File: src/rtl/seg_display_scan.sv
// seg_display_scan: parametrised multiplexed seven-segment scan controller.
// An internal prescaler steps a digit index once every REFRESH_DIV clocks and
// inserts one all-anodes-off cycle after each step to suppress ghosting.
// A shadow register (data, decimal points, blank flag) is loaded by a strobe.
// Leading zeros can be blanked, and all outputs are registered.
// Optional feature macro: SEG_BCD_EN. When it is defined, the block gains a
// dec_mode input and a sequential double-dabble binary-to-BCD converter.
// When SEG_BCD_EN is not defined, busy is tied low and the display is hex only.
module seg_display_scan #(
    parameter int NUM_DIGITS  = 4,
    parameter int DATA_W      = 4*NUM_DIGITS,
    parameter int REFRESH_DIV = 100000,
    parameter bit ACTIVE_LOW  = 1'b1
) (
    input  logic                  clk,
    input  logic                  rst,
    input  logic [DATA_W-1:0]     data_in,
    input  logic                  load,
    input  logic [NUM_DIGITS-1:0] dp_in,
    input  logic                  blank_lz,
`ifdef SEG_BCD_EN
    input  logic                  dec_mode,
`endif
    output logic                  busy,
    output logic [6:0]            seg,
    output logic                  dp,
    output logic [NUM_DIGITS-1:0] an
);

    localparam int CNT_W = $clog2(REFRESH_DIV);
    localparam int IDX_W = (NUM_DIGITS > 1) ? $clog2(NUM_DIGITS) : 1;

    // Inactive levels depend on the board's drive polarity.
    localparam logic [6:0]            SEG_OFF = ACTIVE_LOW ? 7'h7F : 7'h00;
    localparam logic                  DP_OFF  = ACTIVE_LOW ? 1'b1 : 1'b0;
    localparam logic [NUM_DIGITS-1:0] AN_OFF  = ACTIVE_LOW ? {NUM_DIGITS{1'b1}}
                                                           : {NUM_DIGITS{1'b0}};

    // Hex nibble to active-high gfedcba segment pattern.
    function automatic logic [6:0] hex7(input logic [3:0] n);
        logic [6:0] s;
        case (n)
            4'h0: s = 7'h3F;
            4'h1: s = 7'h06;
            4'h2: s = 7'h5B;
            4'h3: s = 7'h4F;
            4'h4: s = 7'h66;
            4'h5: s = 7'h6D;
            4'h6: s = 7'h7D;
            4'h7: s = 7'h07;
            4'h8: s = 7'h7F;
            4'h9: s = 7'h6F;
            4'hA: s = 7'h77;
            4'hB: s = 7'h7C;
            4'hC: s = 7'h39;
            4'hD: s = 7'h5E;
            4'hE: s = 7'h79;
            default: s = 7'h71;
        endcase
        return s;
    endfunction

    // ------------------------------------------------------------------
    // Prescaler and digit index
    // ------------------------------------------------------------------
    logic [CNT_W-1:0] cnt_q, cnt_d;
    logic [IDX_W-1:0] idx_q, idx_d;
    logic             tick;

    // tick marks the last clock of a digit slot; the index steps on it.
    always_comb begin
        tick  = (cnt_q == CNT_W'(REFRESH_DIV-1));
        cnt_d = tick ? '0 : cnt_q + 1'b1;
        idx_d = idx_q;
        if (tick) begin
            idx_d = (idx_q == IDX_W'(NUM_DIGITS-1)) ? '0 : idx_q + 1'b1;
        end
    end

    // Scan timing state.
    always_ff @(posedge clk or posedge rst) begin
        if (rst) begin
            cnt_q <= '0;
            idx_q <= '0;
        end else begin
            cnt_q <= cnt_d;
            idx_q <= idx_d;
        end
    end

    // ------------------------------------------------------------------
    // Shadow register and load acceptance
    // ------------------------------------------------------------------
    logic [NUM_DIGITS-1:0][3:0] data_q, data_d;
    logic [NUM_DIGITS-1:0]      dpm_q, dpm_d;
    logic                       blank_q, blank_d;
    logic                       hex_ld;
    logic                       ovf;

`ifdef SEG_BCD_EN
    localparam int CV_W  = $clog2(DATA_W+1);
    localparam int BCD_W = 8*NUM_DIGITS;

    logic [DATA_W-1:0]     bin_q, bin_d;
    logic [BCD_W-1:0]      bcd_q, bcd_d, bcd_adj, bcd_shift;
    logic [CV_W-1:0]       bits_q, bits_d;
    logic                  busy_q, busy_d;
    logic [NUM_DIGITS-1:0] pdp_q, pdp_d;
    logic                  pblank_q, pblank_d;
    logic                  ovf_q, ovf_d;
    logic                  bcd_start, bcd_done;

    // A load is only honoured while idle; dec_mode picks the conversion path.
    always_comb begin
        hex_ld    = load & ~dec_mode & ~busy_q;
        bcd_start = load &  dec_mode & ~busy_q;
        bcd_done  = busy_q & (bits_q == CV_W'(1));
    end

    // Double-dabble step: add 3 to every BCD digit >= 5, then shift in the next bit.
    always_comb begin
        bcd_adj = bcd_q;
        for (int i = 0; i < 2*NUM_DIGITS; i++) begin
            if (bcd_q[4*i +: 4] >= 4'd5) begin
                bcd_adj[4*i +: 4] = bcd_q[4*i +: 4] + 4'd3;
            end
        end
        bcd_shift = {bcd_adj[BCD_W-2:0], bin_q[DATA_W-1]};
    end

    // Converter sequencing: one shift per busy cycle, DATA_W cycles in total.
    always_comb begin
        bin_d    = bin_q;
        bcd_d    = bcd_q;
        bits_d   = bits_q;
        busy_d   = busy_q;
        pdp_d    = pdp_q;
        pblank_d = pblank_q;
        if (bcd_start) begin
            bin_d    = data_in;
            bcd_d    = '0;
            bits_d   = CV_W'(DATA_W);
            busy_d   = 1'b1;
            pdp_d    = dp_in;
            pblank_d = blank_lz;
        end else if (busy_q) begin
            bin_d  = {bin_q[DATA_W-2:0], 1'b0};
            bcd_d  = bcd_shift;
            bits_d = bits_q - 1'b1;
            if (bcd_done) begin
                busy_d = 1'b0;
            end
        end
    end

    // Overflow flag: any nonzero upper BCD digit; cleared by any completed load.
    always_comb begin
        ovf_d = ovf_q;
        if (hex_ld) begin
            ovf_d = 1'b0;
        end else if (bcd_done) begin
            ovf_d = |bcd_shift[BCD_W-1:4*NUM_DIGITS];
        end
    end

    // Converter and overflow state; reset aborts any conversion in flight.
    always_ff @(posedge clk or posedge rst) begin
        if (rst) begin
            bin_q    <= '0;
            bcd_q    <= '0;
            bits_q   <= '0;
            busy_q   <= 1'b0;
            pdp_q    <= '0;
            pblank_q <= 1'b0;
            ovf_q    <= 1'b0;
        end else begin
            bin_q    <= bin_d;
            bcd_q    <= bcd_d;
            bits_q   <= bits_d;
            busy_q   <= busy_d;
            pdp_q    <= pdp_d;
            pblank_q <= pblank_d;
            ovf_q    <= ovf_d;
        end
    end

    assign busy = busy_q;
    assign ovf  = ovf_q;
`else
    // Hex-only build: every load is accepted immediately.
    always_comb begin
        hex_ld = load;
    end

    assign busy = 1'b0;
    assign ovf  = 1'b0;
`endif

    // Shadow next-state: hex load or completed conversion (never both at once).
    always_comb begin
        data_d  = data_q;
        dpm_d   = dpm_q;
        blank_d = blank_q;
        if (hex_ld) begin
            data_d  = data_in;
            dpm_d   = dp_in;
            blank_d = blank_lz;
        end
`ifdef SEG_BCD_EN
        else if (bcd_done) begin
            data_d  = bcd_shift[4*NUM_DIGITS-1:0];
            dpm_d   = pdp_q;
            blank_d = pblank_q;
        end
`endif
    end

    // Shadow register holding what is currently shown.
    always_ff @(posedge clk or posedge rst) begin
        if (rst) begin
            data_q  <= '0;
            dpm_q   <= '0;
            blank_q <= 1'b0;
        end else begin
            data_q  <= data_d;
            dpm_q   <= dpm_d;
            blank_q <= blank_d;
        end
    end

    // ------------------------------------------------------------------
    // Leading-zero mask and output encoding
    // ------------------------------------------------------------------
    logic [NUM_DIGITS-1:0] lz_mask;
    logic                  zero_run;

    // Digit k is blanked when it and every digit above it are zero; digit 0 always shows.
    always_comb begin
        lz_mask  = '0;
        zero_run = blank_q;
        for (int k = NUM_DIGITS-1; k >= 1; k--) begin
            zero_run   = zero_run & (data_q[k] == 4'h0);
            lz_mask[k] = zero_run;
        end
    end

    logic [6:0]            seg_q, seg_d, seg_act;
    logic                  dp_q, dp_d, dp_act;
    logic [NUM_DIGITS-1:0] an_q, an_d, an_act;

    // Next output word: dark during the dead cycle and for blanked digits.
    always_comb begin
        seg_act = '0;
        dp_act  = 1'b0;
        an_act  = '0;
        if (!tick && !lz_mask[idx_q]) begin
            seg_act       = hex7(data_q[idx_q]);
            dp_act        = dpm_q[idx_q] | ovf;
            an_act[idx_q] = 1'b1;
        end
        seg_d = ACTIVE_LOW ? ~seg_act : seg_act;
        dp_d  = ACTIVE_LOW ? ~dp_act  : dp_act;
        an_d  = ACTIVE_LOW ? ~an_act  : an_act;
    end

    // Output registers; reset forces every pin inactive immediately.
    always_ff @(posedge clk or posedge rst) begin
        if (rst) begin
            seg_q <= SEG_OFF;
            dp_q  <= DP_OFF;
            an_q  <= AN_OFF;
        end else begin
            seg_q <= seg_d;
            dp_q  <= dp_d;
            an_q  <= an_d;
        end
    end

    assign seg = seg_q;
    assign dp  = dp_q;
    assign an  = an_q;

endmodule

File: config.mk
export PLATFORM = sky130hd
export DESIGN_NAME = seg_display_scan
export DESIGN_NICKNAME = d
export VERILOG_FILES = /design/src/rtl/seg_display_scan.sv
export SDC_FILE = /design/constraint.sdc
export NUM_CORES = 1
export LEC_CHECK = 0
export ABC_AREA = 1
export BUFFER_PORTS_ARGS = -buffer_cell sky130_fd_sc_hd__buf_2
export CORE_MARGIN = 2
export CORE_UTILIZATION = 50
export CTS_CLUSTER_DIAMETER = 60
export DETAILED_ROUTE_END_ITERATION = 10
export GPL_TIMING_DRIVEN = 0
export PLACE_DENSITY = 0.71
export SLEW_MARGIN = 5
export SYNTH_ARGS = -nofsm -noshare
export SYNTH_HDL_FRONTEND = slang
export SYNTH_SLANG_ARGS = --single-unit
File: constraint.sdc
create_clock -name clk -period 3.4 [get_ports clk]
set_input_delay 1.02 -clock clk [delete_from_list [all_inputs] [get_ports clk]]
set_output_delay 1.02 -clock clk [all_outputs]
set_load 0.02 [all_outputs]
Word level (Yosys, flattened, before mapping). Memory sizes are Yosys's and may differ from the RTL's. Cells that the tools add are included.

Latch bits: 0. Memories: 1. Logic and storage cells: 44. Register bits after elaboration: 52. Bits of input ports: 24. Bits in writable memories: 0. Memory bits (read-only): 112.

Multiply operators: 0. Bitwise gates (word level): 6. Multiplexer cells: 13. Div/mod/pow operators: 0. Shifts and indexed selects: 0. Equal/unequal tests: 2. Magnitude comparators: 2. $add $sub $neg: 2. Reductions and logical operators: 7.

Memory list: (no name shown) (depth 16, bits a word 7, rd ports 1, clocked after memory_dff 0, wr ports 0, RTL line 42) `case (n)`.

Operator list (count): adder 17 x 1 -> 17 bit, second input constant (1); == test 17 bit, second input constant (1); two-way mux 17 bit (1); logical NOT 4 bit (3); binary-select mux 4 bit (select 2 bit) (1); two-way mux 4 bit (2); two-way mux 7 bit (1); inverter 7 bit (1); binary-select mux 1 bit (select 2 bit) (2); two-way mux 1 bit (4); inverter 4 bit (1); bitwise AND 1 bit (3); < comparator 2 x 3 -> 1 bit, second input constant (1); adder 2 x 1 -> 2 bit, second input constant (1); demux 1 bit (select 2 bit) (1); == test 2 bit, second input constant (1); greater-or-equal comparator 2 x 1 -> 1 bit, second input constant (1); logical AND 1 bit (2); logical NOT 1 bit (2); two-way mux 2 bit (1); inverter 1 bit (1).

Depth between registers and ports, before layout.
Depth in word-level cells: 10. Mapped depth: 11. Mapped depth without buffers: 10.

Worst setup path before layout. No wires, ideal clock.

Kind: input port to flip-flop. Start point: input port load. End point: register blank_q. Stages on the path: 2. Data arrival time: 1531 ps. Data required time: 3275 ps. Library setup time: 125 ps. Setup slack: 1744 ps. Cells stage by stage: buf_2 > mux2_2.

RTL lines: start: declaration (RTL line 18) `input logic load,`; end signal: assignment (RTL line 227) `blank_q <= blank_d;`; end: declaration (RTL line 96) `logic blank_q, blank_d;`.

No word-level cell between the ends.

Final worst setup path.
Start point: register dp_q, in the netlist dp. End point: output port dp.

RTL lines: start: declaration (RTL line 248) `logic dp_q, dp_d, dp_act;`; start signal: assignment (RTL line 274) `dp_q <= dp_d;`; end: declaration (RTL line 26) `output logic dp,`.

No word-level cell between the ends.

==> run_results.csv <==
group,metric,value,unit
run_status,run_status,"finished clean",
global_routing,grt_overflow_total,0,
power_and_ir_drop,p_leak,1.59,nW
logic_synthesis,syn_area_per_cell,8.35,µm²
global_routing,grt_busiest_layer,"met2",
logic_synthesis,synth_cells,330,
routing,ant_nets,0,
final_layout,num-fill-cells,495,
logic_synthesis,yosysTopAreaCell,"dfrtp_1",
final_layout,drive_gt1_frac,0.238,
global_routing,grt_pass1_wl,9.14,mm
logic_synthesis,synth-compound-area-share,0.0382,
logic_synthesis,ys_seq_area_frac,0.478,
worst_hold_path,hp-class,"flop to flop",
logic_synthesis,ys_warn_count,0,
clock_network,cts_sinks,52,
timing,finalMaxSlewViolations,0,
clock_network,cts_resized,0,
worst_setup_path,crit_family,"flip-flops",
worst_setup_path,cp_slowest_stage_delay,520,ps
clock_network,post-cts-setup-buffers,0,
floorplanning,start_util,0.509,
power_and_ir_drop,p_per_area,407,nW/µm²
placed_design,gp_congestion,0.824,
worst_setup_path,cp-end-kind,"output port",
logic_synthesis,synth_top_area_share,0.363,
job,maxCapViolations,0,
power_and_ir_drop,ir_worst_vdd,290,µV
clock_network,clock_path_buffers,2,
floorplanning,dieArea,6120,µm²
worst_setup_path,crit_path_max_fanout,1,
floorplanning,die_width,78.2,µm
timing,max_freq,501,MHz
clock_network,htreeDepth,2,
placed_design,hpwlAfterDp,4.01,mm
clock_network,cts_tree,"done",
timing,finalCriticalPeriod,2000,ps
timing,period_share,0.587,
worst_setup_path,crit_buf_inv,1,
timing,fin_tns_setup,0,ps
power_and_ir_drop,switching_power,0.329,mW
logic_synthesis,synth-simple-area-share,0.294,
worst_setup_path,crit_arrival,980,ps
placed_design,portBuffers,35,
placed_design,placed_cells,438,
timing,finalHoldViolCount,0,
global_routing,antenna_found_initial,0,
worst_setup_path,start_kind,"flop",
worst_setup_path,criticalPathCategory,"flop to output port",
power_and_ir_drop,p_sw_frac,0.257,
logic_synthesis,synth-async-reset-ratio,1.00,
global_routing,grt_start_max_net_pins,32,
global_routing,track_usage,0.187,
logic_synthesis,synth_top_flop_cell,"dfrtp_1",
floorplanning,die_h,78.2,µm
worst_setup_path,crit_chain,"buf_2",
floorplanning,core_region_area,5410,µm²
power_and_ir_drop,pwr-share-seq,0.533,
routing,vias,2147,
worst_setup_path,cp.required,2380,ps
clock_network,insertion_delay,300,ps
clock_network,cts_hold_buf,0,
global_routing,met1_usage,0.262,
timing,rsz0062_at_grt,"false",
logic_synthesis,yosysUniqueCellTypes,29,
global_routing,grt_pass1_vias,2051,
logic_synthesis,synth_edf_count,0,
logic_synthesis,synth_top_family_by_area,"simple AND/OR/NAND/NOR gates",
clock_network,clkTransAtPathRegs,90,ps
routing,drc_errors,0,
timing,finalSetupViolCount,0,
global_routing,grt.met3_usage,0.0345,
floorplanning,io_pins,37,
global_routing,use_met2,0.299,
clock_network,cts_root_buf,"clkbuf_8",
power_and_ir_drop,p_comb_frac,0.135,
logic_synthesis,synth.top_cells.by_area,"dfrtp_1, nand2_1, dfstp_2, nand3_1, inv_1",
logic_synthesis,synthMuxAreaShare,0.0409,
logic_synthesis,synth_nets,365,
final_layout,final_cell_count_no_fill,446,
final_layout,antenna_cells,0,
logic_synthesis,synth_xor_xnor_area_share,0.0223,
final_layout,nets,408,
power_and_ir_drop,clock_power_share,0.332,
clock_network,cts-buffers-inserted,5,
routing,viasPerCell,4.81,
logic_synthesis,ys_ff_latch,52,
logic_synthesis,synth_fa_ha_area_frac,0.0500,
floorplanning,rows,27,
worst_setup_path,cp_slowest_cell,"dfstp_2",
routing,firstDrtPassIters,4,
routing,drt_iter0_drc,144,
routing,totalWireLength,5.24,mm
power_and_ir_drop,p_int,0.952,mW
final_layout,syn_to_final_growth,14.4,%
logic_synthesis,syn_area,2750,µm²
timing,skew,3.39,ps
routing,wl_per_cell,11.7,µm
==> sequential cells by signal, indices dropped and copies added, names as in the netlist <==
signal and count:
blank_q 1, dpm_q 4, cnt_q 17, data_q 16
seg 7, an 4, dp 1, idx_q 2
==> metal layers <==
| metal | routed length (µm) | vias up | share of wire |
|---|---|---|---|
| li1 | - | 1120 | - |
| met1 | 2590 | 980 | 0.49 |
| met2 | 2400 | 41 | 0.46 |
| met3 | 188 | 6 | 0.036 |
| met4 | 68 | 0 | 0.013 |
| met5 | 0 | - | 0 |
==> path summary, 6_finish.rpt <==
path,startpoint,end,slack [ps],cells after the start
max reg2reg,idx_q[0],seg[6],1590,11
max,dp,dp,1400,1
min reg2reg,cnt_q[0],cnt_q[0],460,1
min,cnt_q[0],cnt_q[0],460,1
min in group asynchronous,rst,cnt_q[1],710,2
max in group asynchronous,rst,seg[1],2100,3
==> cells in the mapped netlist, drive strengths merged, types with 3 or more instances <==
cell type and count:
nand2 92, inv 41, nor2 41, dfrtp 40, nand3 36, o21ai 18
dfstp 12, ha 11, mux2 10, buf 6, xor2 6, nand4 4
nor3 4, a21oi 3
==> cells in the final DEF, fill, tap and decap left out, drive strengths merged <==
master | netlist | layout
clkinv | 0 | 1
mux2 | 10 | 10
buf | 6 | 42
nor2 | 41 | 41
dfstp | 12 | 12
bufinv | 0 | 1
xnor2 | 1 | 1
clkinvlp | 0 | 1
conb | 1 | 1
clkbuf | 2 | 7
nand3b | 1 | 1
xor2 | 6 | 6
nand4 | 4 | 4
nand2 | 92 | 92
nand3 | 36 | 36
inv | 41 | 41
dfrtp | 40 | 40
nor3 | 4 | 4
or2 | 1 | 1
ha | 11 | 11
a21oi | 3 | 3
o21ai | 18 | 18
==> stage by stage <==
step	worst slack [ps]	hold WS [ps]	util	power, mW	instance area, µm²
after detailed placement	1500	453	0.562	0.870	3040
after global placement	500	446	0.559	0.862	3020
after floorplan	1140	432	-	0.814	2750
final	1400	462	0.583	1.28	3150
after global routing	1360	496	0.583	1.35	3150
after CTS	1390	466	0.583	1.29	3150
==> power by group through the flow <==
stage	Clock [mW]	Combinational, mW	Sequential [mW]
after global routing	0.464	0.198	0.687
after detailed placement	0	0.175	0.695
after CTS	0.435	0.176	0.683
final	0.425	0.173	0.682
after floorplan	0	0.102	0.712
after global placement	0	0.168	0.693
==> final cells by class <==
type | instances | area (µm²) | share of cell area
sequential | 52 | 1320 | 0.418
clock inverter | 3 | 42.5 | 0.0135
tap | 72 | 90.1 | 0.0286
clock buffer | 5 | 68.8 | 0.0218
buffer | 8 | 55.1 | 0.0175
timing repair buffer | 36 | 195 | 0.0620
inverter | 41 | 154 | 0.0488
multi-input combinational | 229 | 1230 | 0.390
==> kinds of logic (layout without fill, tap and decap cells) <==
kind of cell               count (synthesis)  after routing
other                                      1              1
AOI/OAI and AO/OA                         21             21
xor gates and xnor gates                   7              7
DFF                                       52             52
adders and majority gates                 11             11
muxes                                     10             10
buffers and inverters                     49             93
and+or+nand+nor                          179            179
Power figures use the tool's default switching activity.
